===== src/rtl/cam_pkg.sv =====
// Shared types and default sizing for the CAM array and its entries.
package cam_pkg;

    localparam int unsigned DefaultDataWidth = 32;
    localparam int unsigned DefaultDepth     = 32;

    typedef enum logic [2:0] {
        CMD_NONE,
        CMD_WRITE,
        CMD_ALLOC,
        CMD_INVAL,
        CMD_READ,
        CMD_SEARCH
    } cmd_e;

endpackage


===== src/rtl/cam_array_if.sv =====
// Command and result bundle between the command decoder, the CAM and its lookup consumers.
interface cam_array_if
    import cam_pkg::*;
#(
    parameter int unsigned DATA_WIDTH = DefaultDataWidth,
    parameter int unsigned IDX_WIDTH  = $clog2(DefaultDepth)
) ();

    logic                  write_i;
    logic [IDX_WIDTH-1:0]  write_index_i;
    logic [DATA_WIDTH-1:0] write_data_i;
    logic                  alloc_i;
    logic                  inval_i;
    logic [IDX_WIDTH-1:0]  inval_index_i;
    logic                  read_i;
    logic [IDX_WIDTH-1:0]  read_index_i;
    logic                  search_i;
    logic [DATA_WIDTH-1:0] search_data_i;

    logic                  read_valid_o;
    logic [DATA_WIDTH-1:0] read_value_o;
    logic                  search_valid_o;
    logic                  search_hit_o;
    logic [IDX_WIDTH-1:0]  search_index_o;
    logic [IDX_WIDTH-1:0]  alloc_index_o;
    logic [IDX_WIDTH:0]    count_o;
    logic                  full_o;
    logic                  error_o;

    modport master (
        output write_i, write_index_i, write_data_i, alloc_i, inval_i, inval_index_i,
               read_i, read_index_i, search_i, search_data_i,
        input  read_valid_o, read_value_o, search_valid_o, search_hit_o, search_index_o,
               alloc_index_o, count_o, full_o, error_o
    );

    modport slave (
        input  write_i, write_index_i, write_data_i, alloc_i, inval_i, inval_index_i,
               read_i, read_index_i, search_i, search_data_i,
        output read_valid_o, read_value_o, search_valid_o, search_hit_o, search_index_o,
               alloc_index_o, count_o, full_o, error_o
    );

endinterface


===== src/rtl/cam_entry.sv =====
// One CAM storage cell: data word, valid bit and a live compare against the search key.
module cam_entry
    import cam_pkg::*;
#(
    parameter int unsigned DATA_WIDTH = DefaultDataWidth
) (
    input  logic                  clk,
    input  logic                  rst_n,
    input  logic                  we_i,
    input  logic                  clr_i,
    input  logic [DATA_WIDTH-1:0] wdata_i,
    input  logic [DATA_WIDTH-1:0] key_i,
    output logic [DATA_WIDTH-1:0] data_o,
    output logic                  valid_o,
    output logic                  match_o
);

    logic [DATA_WIDTH-1:0] data_q, data_d;
    logic                  valid_q, valid_d;

    always_comb begin
        data_d  = data_q;
        valid_d = valid_q;
        if (we_i) begin
            data_d  = wdata_i;
            valid_d = 1'b1;
        end else if (clr_i) begin
            data_d  = '0;
            valid_d = 1'b0;
        end
    end

    always_ff @(posedge clk) begin
        if (!rst_n) begin
            data_q  <= '0;
            valid_q <= 1'b0;
        end else begin
            data_q  <= data_d;
            valid_q <= valid_d;
        end
    end

    assign data_o  = data_q;
    assign valid_o = valid_q;
    // Gating on valid keeps cleared (all-zero) slots from matching a zero key.
    assign match_o = valid_q && (key_i == data_q);

endmodule


===== src/rtl/cam_array.sv =====
// Content-addressable memory: indexed write/read/invalidate, free-slot alloc and priority search.
module cam_array
    import cam_pkg::*;
#(
    parameter  int unsigned DATA_WIDTH = DefaultDataWidth,
    parameter  int unsigned DEPTH      = DefaultDepth,
    localparam int unsigned IDX_WIDTH  = $clog2(DEPTH)
) (
    input logic        clk,
    input logic        rst_n,
    cam_array_if.slave bus
);

    localparam logic [IDX_WIDTH:0] FullCount = (IDX_WIDTH + 1)'(DEPTH);
    localparam logic [IDX_WIDTH:0] OneCount  = (IDX_WIDTH + 1)'(1);

    cmd_e                  cmd;
    logic [2:0]            n_cmds;

    logic [DEPTH-1:0]      ent_we;
    logic [DEPTH-1:0]      ent_clr;
    logic [DEPTH-1:0]      ent_valid;
    logic [DEPTH-1:0]      ent_match;
    logic [DATA_WIDTH-1:0] ent_data [DEPTH];

    logic                  free_found;
    logic [IDX_WIDTH-1:0]  free_idx;
    logic                  match_found;
    logic [IDX_WIDTH-1:0]  match_idx;

    logic                  read_valid_q, read_valid_d;
    logic [DATA_WIDTH-1:0] read_value_q, read_value_d;
    logic                  search_valid_q, search_valid_d;
    logic                  search_hit_q, search_hit_d;
    logic [IDX_WIDTH-1:0]  search_index_q, search_index_d;
    logic [IDX_WIDTH-1:0]  alloc_index_q, alloc_index_d;
    logic [IDX_WIDTH:0]    count_q, count_d;
    logic                  full_q, full_d;
    logic                  error_q, error_d;

    always_comb begin
        cmd = CMD_NONE;
        if (bus.write_i) begin
            cmd = CMD_WRITE;
        end else if (bus.alloc_i) begin
            cmd = CMD_ALLOC;
        end else if (bus.inval_i) begin
            cmd = CMD_INVAL;
        end else if (bus.read_i) begin
            cmd = CMD_READ;
        end else if (bus.search_i) begin
            cmd = CMD_SEARCH;
        end
    end

    assign n_cmds = 3'(bus.write_i) + 3'(bus.alloc_i) + 3'(bus.inval_i)
                  + 3'(bus.read_i) + 3'(bus.search_i);

    for (genvar i = 0; i < DEPTH; i++) begin : g_entry
        cam_entry #(
            .DATA_WIDTH (DATA_WIDTH)
        ) u_entry (
            .clk     (clk),
            .rst_n   (rst_n),
            .we_i    (ent_we[i]),
            .clr_i   (ent_clr[i]),
            .wdata_i (bus.write_data_i),
            .key_i   (bus.search_data_i),
            .data_o  (ent_data[i]),
            .valid_o (ent_valid[i]),
            .match_o (ent_match[i])
        );
    end

    // Both encoders scan from the top down so the lowest qualifying index wins.
    always_comb begin
        free_found  = 1'b0;
        free_idx    = '0;
        match_found = 1'b0;
        match_idx   = '0;
        for (int i = DEPTH - 1; i >= 0; i--) begin
            if (!ent_valid[i]) begin
                free_found = 1'b1;
                free_idx   = IDX_WIDTH'(i);
            end
            if (ent_match[i]) begin
                match_found = 1'b1;
                match_idx   = IDX_WIDTH'(i);
            end
        end
    end

    always_comb begin
        ent_we  = '0;
        ent_clr = '0;
        count_d = count_q;
        case (cmd)
            CMD_WRITE: begin
                ent_we[bus.write_index_i] = 1'b1;
                if (!ent_valid[bus.write_index_i]) begin
                    count_d = count_q + OneCount;
                end
            end
            CMD_ALLOC: begin
                if (free_found) begin
                    ent_we[free_idx] = 1'b1;
                    count_d          = count_q + OneCount;
                end
            end
            CMD_INVAL: begin
                ent_clr[bus.inval_index_i] = 1'b1;
                if (ent_valid[bus.inval_index_i]) begin
                    count_d = count_q - OneCount;
                end
            end
            default: ;
        endcase
    end

    always_comb begin
        read_valid_d   = (cmd == CMD_READ);
        read_value_d   = '0;
        search_valid_d = (cmd == CMD_SEARCH);
        search_hit_d   = 1'b0;
        search_index_d = '0;
        alloc_index_d  = alloc_index_q;
        full_d         = (count_d == FullCount);
        error_d        = (n_cmds > 3'd1) || ((cmd == CMD_ALLOC) && !free_found);
        if ((cmd == CMD_READ) && ent_valid[bus.read_index_i]) begin
            read_value_d = ent_data[bus.read_index_i];
        end
        if ((cmd == CMD_SEARCH) && match_found) begin
            search_hit_d   = 1'b1;
            search_index_d = match_idx;
        end
        if ((cmd == CMD_ALLOC) && free_found) begin
            alloc_index_d = free_idx;
        end
    end

    always_ff @(posedge clk) begin
        if (!rst_n) begin
            read_valid_q   <= 1'b0;
            read_value_q   <= '0;
            search_valid_q <= 1'b0;
            search_hit_q   <= 1'b0;
            search_index_q <= '0;
            alloc_index_q  <= '0;
            count_q        <= '0;
            full_q         <= 1'b0;
            error_q        <= 1'b0;
        end else begin
            read_valid_q   <= read_valid_d;
            read_value_q   <= read_value_d;
            search_valid_q <= search_valid_d;
            search_hit_q   <= search_hit_d;
            search_index_q <= search_index_d;
            alloc_index_q  <= alloc_index_d;
            count_q        <= count_d;
            full_q         <= full_d;
            error_q        <= error_d;
        end
    end

    assign bus.read_valid_o   = read_valid_q;
    assign bus.read_value_o   = read_value_q;
    assign bus.search_valid_o = search_valid_q;
    assign bus.search_hit_o   = search_hit_q;
    assign bus.search_index_o = search_index_q;
    assign bus.alloc_index_o  = alloc_index_q;
    assign bus.count_o        = count_q;
    assign bus.full_o         = full_q;
    assign bus.error_o        = error_q;

endmodule

===== src/flat_wrapper.sv =====
// flat-port wrapper written by rule: the top's interface ports become plain ports
module cam_array_flat import cam_pkg::*;
#(
    parameter  int unsigned DATA_WIDTH = DefaultDataWidth,
    parameter  int unsigned DEPTH      = DefaultDepth,
    localparam int unsigned IDX_WIDTH  = $clog2(DEPTH)
)
  (clk, rst_n, bus_write_i, bus_write_index_i, bus_write_data_i, bus_alloc_i, bus_inval_i, bus_inval_index_i, bus_read_i, bus_read_index_i, bus_search_i, bus_search_data_i, bus_read_valid_o, bus_read_value_o, bus_search_valid_o, bus_search_hit_o, bus_search_index_o, bus_alloc_index_o, bus_count_o, bus_full_o, bus_error_o);
  cam_array_if #(.DATA_WIDTH(DATA_WIDTH)) bus_i ();
  input logic clk;
  input logic rst_n;
  input wire logic [$bits(bus_i.write_i)-1:0] bus_write_i;
  input wire logic [$bits(bus_i.write_index_i)-1:0] bus_write_index_i;
  input wire logic [$bits(bus_i.write_data_i)-1:0] bus_write_data_i;
  input wire logic [$bits(bus_i.alloc_i)-1:0] bus_alloc_i;
  input wire logic [$bits(bus_i.inval_i)-1:0] bus_inval_i;
  input wire logic [$bits(bus_i.inval_index_i)-1:0] bus_inval_index_i;
  input wire logic [$bits(bus_i.read_i)-1:0] bus_read_i;
  input wire logic [$bits(bus_i.read_index_i)-1:0] bus_read_index_i;
  input wire logic [$bits(bus_i.search_i)-1:0] bus_search_i;
  input wire logic [$bits(bus_i.search_data_i)-1:0] bus_search_data_i;
  output wire logic [$bits(bus_i.read_valid_o)-1:0] bus_read_valid_o;
  output wire logic [$bits(bus_i.read_value_o)-1:0] bus_read_value_o;
  output wire logic [$bits(bus_i.search_valid_o)-1:0] bus_search_valid_o;
  output wire logic [$bits(bus_i.search_hit_o)-1:0] bus_search_hit_o;
  output wire logic [$bits(bus_i.search_index_o)-1:0] bus_search_index_o;
  output wire logic [$bits(bus_i.alloc_index_o)-1:0] bus_alloc_index_o;
  output wire logic [$bits(bus_i.count_o)-1:0] bus_count_o;
  output wire logic [$bits(bus_i.full_o)-1:0] bus_full_o;
  output wire logic [$bits(bus_i.error_o)-1:0] bus_error_o;
  assign bus_i.write_i = bus_write_i;
  assign bus_i.write_index_i = bus_write_index_i;
  assign bus_i.write_data_i = bus_write_data_i;
  assign bus_i.alloc_i = bus_alloc_i;
  assign bus_i.inval_i = bus_inval_i;
  assign bus_i.inval_index_i = bus_inval_index_i;
  assign bus_i.read_i = bus_read_i;
  assign bus_i.read_index_i = bus_read_index_i;
  assign bus_i.search_i = bus_search_i;
  assign bus_i.search_data_i = bus_search_data_i;
  assign bus_read_valid_o = bus_i.read_valid_o;
  assign bus_read_value_o = bus_i.read_value_o;
  assign bus_search_valid_o = bus_i.search_valid_o;
  assign bus_search_hit_o = bus_i.search_hit_o;
  assign bus_search_index_o = bus_i.search_index_o;
  assign bus_alloc_index_o = bus_i.alloc_index_o;
  assign bus_count_o = bus_i.count_o;
  assign bus_full_o = bus_i.full_o;
  assign bus_error_o = bus_i.error_o;
  cam_array #(.DATA_WIDTH(DATA_WIDTH), .DEPTH(DEPTH)) u_core (.clk(clk), .rst_n(rst_n), .bus(bus_i));
endmodule

===== config.mk =====
export PLATFORM = sky130hd
export DESIGN_NAME = cam_array_flat
export DESIGN_NICKNAME = d
export VERILOG_FILES = /design/src/rtl/cam_pkg.sv /design/src/rtl/cam_array_if.sv /design/src/rtl/cam_entry.sv /design/src/rtl/cam_array.sv /design/src/flat_wrapper.sv
export SDC_FILE = /design/constraint.sdc
export NUM_CORES = 2
export LEC_CHECK = 0
export CAP_MARGIN = 20
export CORE_MARGIN = 2
export CORE_UTILIZATION = 30
export CTS_CLUSTER_SIZE = 40
export DETAILED_ROUTE_END_ITERATION = 8
export PLACE_DENSITY = 0.48
export SLEW_MARGIN = 5
export SYNTH_ARGS = -nofsm -noshare
export SYNTH_HDL_FRONTEND = slang
export SYNTH_SLANG_ARGS = --single-unit

===== constraint.sdc =====
create_clock -name clk -period 3.3 [get_ports clk]
set_input_delay 0.825 -clock clk [delete_from_list [all_inputs] [get_ports clk]]
set_output_delay 0.825 -clock clk [all_outputs]
set_load 0.1 [all_outputs]

==> impl_results.md <==
- Startpoint Class: input port
- Kind of critical path: input port to register
- Final wirelength: 363000 um
- Post-place setup slack: -1.38 ns
- F_max: 298 MHz
- Core ar.: 197000 um^2
- Post-CTS Hold Fix Bufs: 0
- Number of synthesized flops with an enable pin: 0
- Critical Path RT: 4.06 ns
- Tmin final: 3.35 ns
- Vias per cell: 5.88
- GP Congestion: 1.04
- Design area: 74500 um^2
- Area after DPL: 69200 um^2
- Post-route DRC: 0
- I/O pin count: 139
- Critical-path top delay cell: or4_4
- Peak fanout along the critical path: 11
- Worst Max-Slew Pin Slew: 0.813 ns
- Worst-Skew Late Latency: 0.84 ns
- Initial antenna violation count: 60
- Fillers: 19800
- Status: finished, violations left
- Unique masters post-synth: 77
- Pwr dens: 470 nW/um^2
- CTS clk-pin slew, worst paths: 0.06 ns
- WL/cell: 37.8 um
- Total Nets Final: 6916
- Syn. warnings: 0
- Peak supply drop: 0.356 mV
- Starting Density: 0.301
- Asr flop ratio synth: 0
- First-pass GRT wire length: 479000 um
- Synth Cell Area: 59200 um^2
- Non-Filler Instances: 9597
- Global route overflow: 0
- Min Hold Slack: 0.468 ns
- Gate count of the mapped netlist: 6405
- Layout cells sized above 1: 0.243
- Setup tns final: -0.105 ns
- Max incr delay on CP: 0.63 ns
- Seq cells post-synth: 1109
- Failing checks: negative setup slack
- Ordered list of cells on the worst path: buf_2 > buf_12 > xnor2_1 > nand4_1 > nor4_2 > nand4_1 > or4_4 > a21boi_0 > o21ai_1 > a21oi_1 > a211oi_2 > buf_4 > o21ai_1 > a41oi_2
- H-Tree Depth: 4
- Chip width: 448 um
- # Max-Cap Violations: 0
- Placed instance count: 9323
- Die Height: 448 um
- CTS sink cnt: 1109
- Total Routing Usage GR: 0.353
- Clock Tree Root: clkbuf_16
- Die area: 201000 um^2
- Syn Nets: 6496
- Worst EP arrival: 4.11 ns
- Fin util: 0.378
- Leak pwr: 25.9 nW
- Vias in the first global route: 52300
- Slew headroom: 0.457
- Fin. Hold Viols: 0
- TritonRoute pass-1 iters: 6
- Sequential-to-total area share from yosys stat: 0.375
- PnR worst setup slack: -0.0548 ns
- Avg Inst Size Synth: 9.24 um^2
- Post-DP HPWL: 271000 um
- Via count: 56400
- Worst Setup End Kind: register
- Worst Skew: 0.0426 ns
- Row cnt: 163
- CTS tree: done
- Largest net degree at the start of global routing: 98
- Buffers on Ports: 138
- Num CTS Buffers: 140
- CTS Buffer Depth: 3
- RSZ-0062 raised after global routing: yes
- P&R area growth vs syn: 25.8%
- Min-Delay Path Class: register to register
- Initial DRC Count: 7713
- Antenna violation net count after detailed routing: 0
- Period utilization: 1.02
- Final setup violation count: 2
- Slew Viols, Final: 0
- Total power: 35.0 mW
- Ys flop type: dfxtp_1
## timing repair
item,4_1_cts,5_1_grt
gates cloned,0,0
buffers inserted,0,1
setup endpoints to repair,6,159
pin swaps,9,19
resized for setup,34,42
## worst paths after layout
path	startpoint	end	slack (ns)	cells after the start
hold reg to reg	u_core.bus.alloc_index_o[0]$_SDFFE_PN0P_	u_core.bus.alloc_index_o[0]$_SDFFE_PN0P_	0.47	2
setup / recovery	bus_search_data_i[29]	u_core.bus.search_index_o[0]$_SDFF_PP0_	-0.05	14
hold / removal	u_core.bus.alloc_index_o[0]$_SDFFE_PN0P_	u_core.bus.alloc_index_o[0]$_SDFFE_PN0P_	0.47	2
setup reg to reg	u_core.g_entry[27].u_entry.data_o[0]$_SDFFE_PN0P_	u_core.bus.search_index_o[0]$_SDFF_PP0_	0	12
## worst max-delay path, delay by kind of cell
family,cells,cell delay (ns)
xor gates and xnor gates,1,0.13
buffers and inverters,3,0.67
AOI/OAI and AO/OA,6,1.24
and+or+nand+nor,4,1.22
## synth_stat cells (all sizes together) (23+ instances only)
master | n | share of area
a21oi | 66 | 0.0060
a32o | 32 | 0.0054
buf | 361 | 0.035
clkbuf | 330 | 0.021
dfxtp | 1109 | 0.37
inv | 32 | 0.0020
mux2i | 55 | 0.0093
mux4 | 336 | 0.13
nand2 | 333 | 0.021
nand3 | 1045 | 0.091
nand4 | 197 | 0.021
nor2 | 175 | 0.011
nor3 | 27 | 0.0027
nor4 | 105 | 0.011
o21ai | 1036 | 0.089
or4 | 23 | 0.0030
xnor2 | 717 | 0.11
xor2 | 307 | 0.045
## where the power goes
part           total [mW]  switching, mW  internal (mW)  leakage (nW)
sequential           13.7          0.155           13.5          8.95
clock                16.7           6.85           9.82          2.39
combinational        4.70           3.14           1.57          14.6
## area by class of cell
| class | instances | area, um^2 | area share |
|---|---|---|---|
| multi-input combinational | 4573 | 34300 | 0.460 |
| tap | 2640 | 3300 | 0.0443 |
| antenna | 27 | 67.6 | 0.000907 |
| timing repair buffer | 969 | 9620 | 0.129 |
| inverter | 32 | 121 | 0.00163 |
| sequential | 1109 | 22200 | 0.298 |
| clock inverter | 56 | 801 | 0.0108 |
| clock buffer | 191 | 4060 | 0.0545 |
## cells by family (layout without fill, tap and decap cells)
logic type      count (synthesis)  count (layout)  synth area share
fa+ha+maj                       5               5           0.00131
flops                        1109            1109             0.375
xor+xnor                     1024            1024             0.151
buf+inv                       723            1248            0.0586
other cells                     0              27                 0
mux                           393             393             0.137
compound gates               1201            1201             0.110
simple gates                 1950            1950             0.166
## sequential cells by signal (all words and copies together) (netlist names)
register                        count
u_core.bus.read_valid_o             1
u_core.bus.search_valid_o           1
u_core.g_entry.u_entry.data_o    1024
u_core.bus.alloc_index_o            5
u_core.bus.full_o                   1
u_core.g_entry.u_entry.valid_o     32
u_core.bus.search_hit_o             1
u_core.bus.search_index_o           5
u_core.bus.read_value_o            32
u_core.bus.error_o                  1
u_core.bus.count_o                  6
## cells in the final DEF, fill, tap and decap left out, types with 25 or more instances in the layout
cell type,synthesis,layout
buf_4,54,702
nand3_2,26,26
mux4_2,336,336
xnor2_1,717,711
nand3_1,1019,1019
inv_1,30,30
nand4_1,197,197
mux2i_1,55,55
nand2_1,332,332
clkdlybuf4s50_1,0,47
diode_2,0,27
a32o_1,32,32
o21ai_0,759,756
a21oi_1,60,43
o21ai_2,25,25
clkbuf_16,0,143
buf_2,187,31
nor2_2,2,25
nor4_1,104,86
dfxtp_1,1109,1090
buf_12,0,179
o21ai_1,251,254
nor2_1,171,139
xor2_1,307,306
clkbuf_8,0,30
## per-layer routing
metal	GRT usage	vias up	share of wire	wire, um
met4	0.254	26	0.084	30300
met5	0	-	0.00044	159
met1	0.449	28400	0.39	143000
met2	0.530	3406	0.43	156000
li1	-	23800	-	-
met3	0.0748	816	0.092	33300
(Power assumes the default switching activity.)
==> variant, RTL diff (config.mk and constraints unchanged) <==
Make the reset (`rst_n`) asynchronous in 2 clocked blocks.
--- a/src/rtl/cam_entry.sv
+++ b/src/rtl/cam_entry.sv
@@ -30,7 +30,7 @@
         end
     end
 
-    always_ff @(posedge clk) begin
+    always_ff @(posedge clk or negedge rst_n) begin
         if (!rst_n) begin
             data_q  <= '0;
             valid_q <= 1'b0;
--- a/src/rtl/cam_array.sv
+++ b/src/rtl/cam_array.sv
@@ -138,7 +138,7 @@
         end
     end
 
-    always_ff @(posedge clk) begin
+    always_ff @(posedge clk or negedge rst_n) begin
         if (!rst_n) begin
             read_valid_q   <= 1'b0;
             read_value_q   <= '0;
Check against the original RTL: not equivalent (Yosys sat finds a counterexample within 4 cycles, from zero or initial values and one cycle with rst_n low; the reset may be asserted at any time).
==> variant against the original RTL <==
- the flow still finishes with violations (negative setup slack)
- cell area rose by 9.9%
- via count rose by 4.8%
- sequential cell count did not move
- fmax barely moved
- routed wire length rose by 7.7%
- cell count rose by 4.9%
- clock skew rose by 0.0020 ns
- worst setup slack improved by 0.0031 ns
- area after synthesis rose by 7.7%
- critical path type unchanged
- largest cell class unchanged
Power is not compared: it rests on default switching activity, and its combinational part moved more than twofold at a synthesized area within 25%.
==> variant: results (changes against the original RTL) <==
* Status: finished, violations left
* Failing checks: negative setup slack
* #MultiIn Comb at 4572 (-0.022%)
* Worst r2r src: u_core.g_entry[22].u_entry.data_o[0]
* CTS resizes at 26 (-24%)
* Register area share after synthesis at 0.4351 (+0.06008)
* Design Area, Final at 81870 um^2 (+9.9%)
* R2R Path End: u_core.bus.search_index_o[0]
* GRT met1 Usage at 0.4787 (+0.02953)
* Hold Path Origin: bus_write_data_i[20]
* Non-clk invs at 27 (-16%)
* # fillers at 20890 (+5.2%)
* Asr flop ratio synth at 1.000 (+1.000)
* Non-clk bufs at 1262 (+30%)
* Final hold slack at 0.3477 ns (-0.1201 ns)
* Reg2Reg Depth at 14 (+2)
* Number of clock buffers in the layout at 210 (+9.9%)
* Setup-failing EPs final at 2 (unchanged)
* Clock Latency Late Sink at 0.86 ns (+0.02 ns)
* Endpoint of the worst hold path: u_core.g_entry[31].u_entry.data_o[20]
* Pre-CTS setup slack at -1.296 ns (+0.08293 ns)
* Post-synthesis mux area share at 0.1274 (-0.01013)
* Post-CTS Setup Bufs at 1 (+1)
* Sequential cell area share at 0.3391 (+0.04063)
* Synth top cells by count: nand2_1, dfrtp_1, xnor2_1
* Most used flip-flop cell after synthesis: dfrtp_1
* Slowest stage delay, CP at 0.65 ns (+0.02 ns)
* Post-synthesis compound-gate area fraction at 0.1139 (+0.003928)
* Worst setup margin at -0.05171 ns (+0.003113 ns)
* Post-Synth XOR/XNOR Area at 0.1400 (-0.01147)
* Worst Setup SP: bus_search_data_i[6]
* Drt pass-1 iters at 8 (+2)
* Share of post-route cells with drive strength above 1 at 0.2636 (+0.02103)
* M2 GR Usage at 0.4964 (-0.03339)
## variant: changes by cell type after synthesis, moves of 35 or more
cell and change:
a21oi_1 -35, a22o_1 +256, buf_4 -37, clkbuf_1 -63
dfrtp_1 +1109, dfxtp_1 -1109, nand2_1 +1068, nand3_1 -966
nor2_1 -96, nor2b_1 +35, o21ai_0 +36, o21ai_1 -236
xnor2_1 +98, xor2_1 -106
## variant: power groups by stage
| stage | sequential (uW) | clock [uW] | combinational [uW] |
|---|---|---|---|
| floorplan | 20300 | 0 | 9770 |
| global placement | 21600 | 0 | 20300 |
| detailed placement | 21600 | 0 | 20400 |
| CTS | 21400 | 16600 | 20500 |
| global route | 21900 | 17200 | 21700 |
| finish | 21700 | 16600 | 21100 |
## variant: worst max-delay path: cells and delay by family
family	cells	cell delay [ns]
compound gates	4	0.69
xor+xnor	1	0.32
buf+inv	4	0.63
simple gates	6	1.60
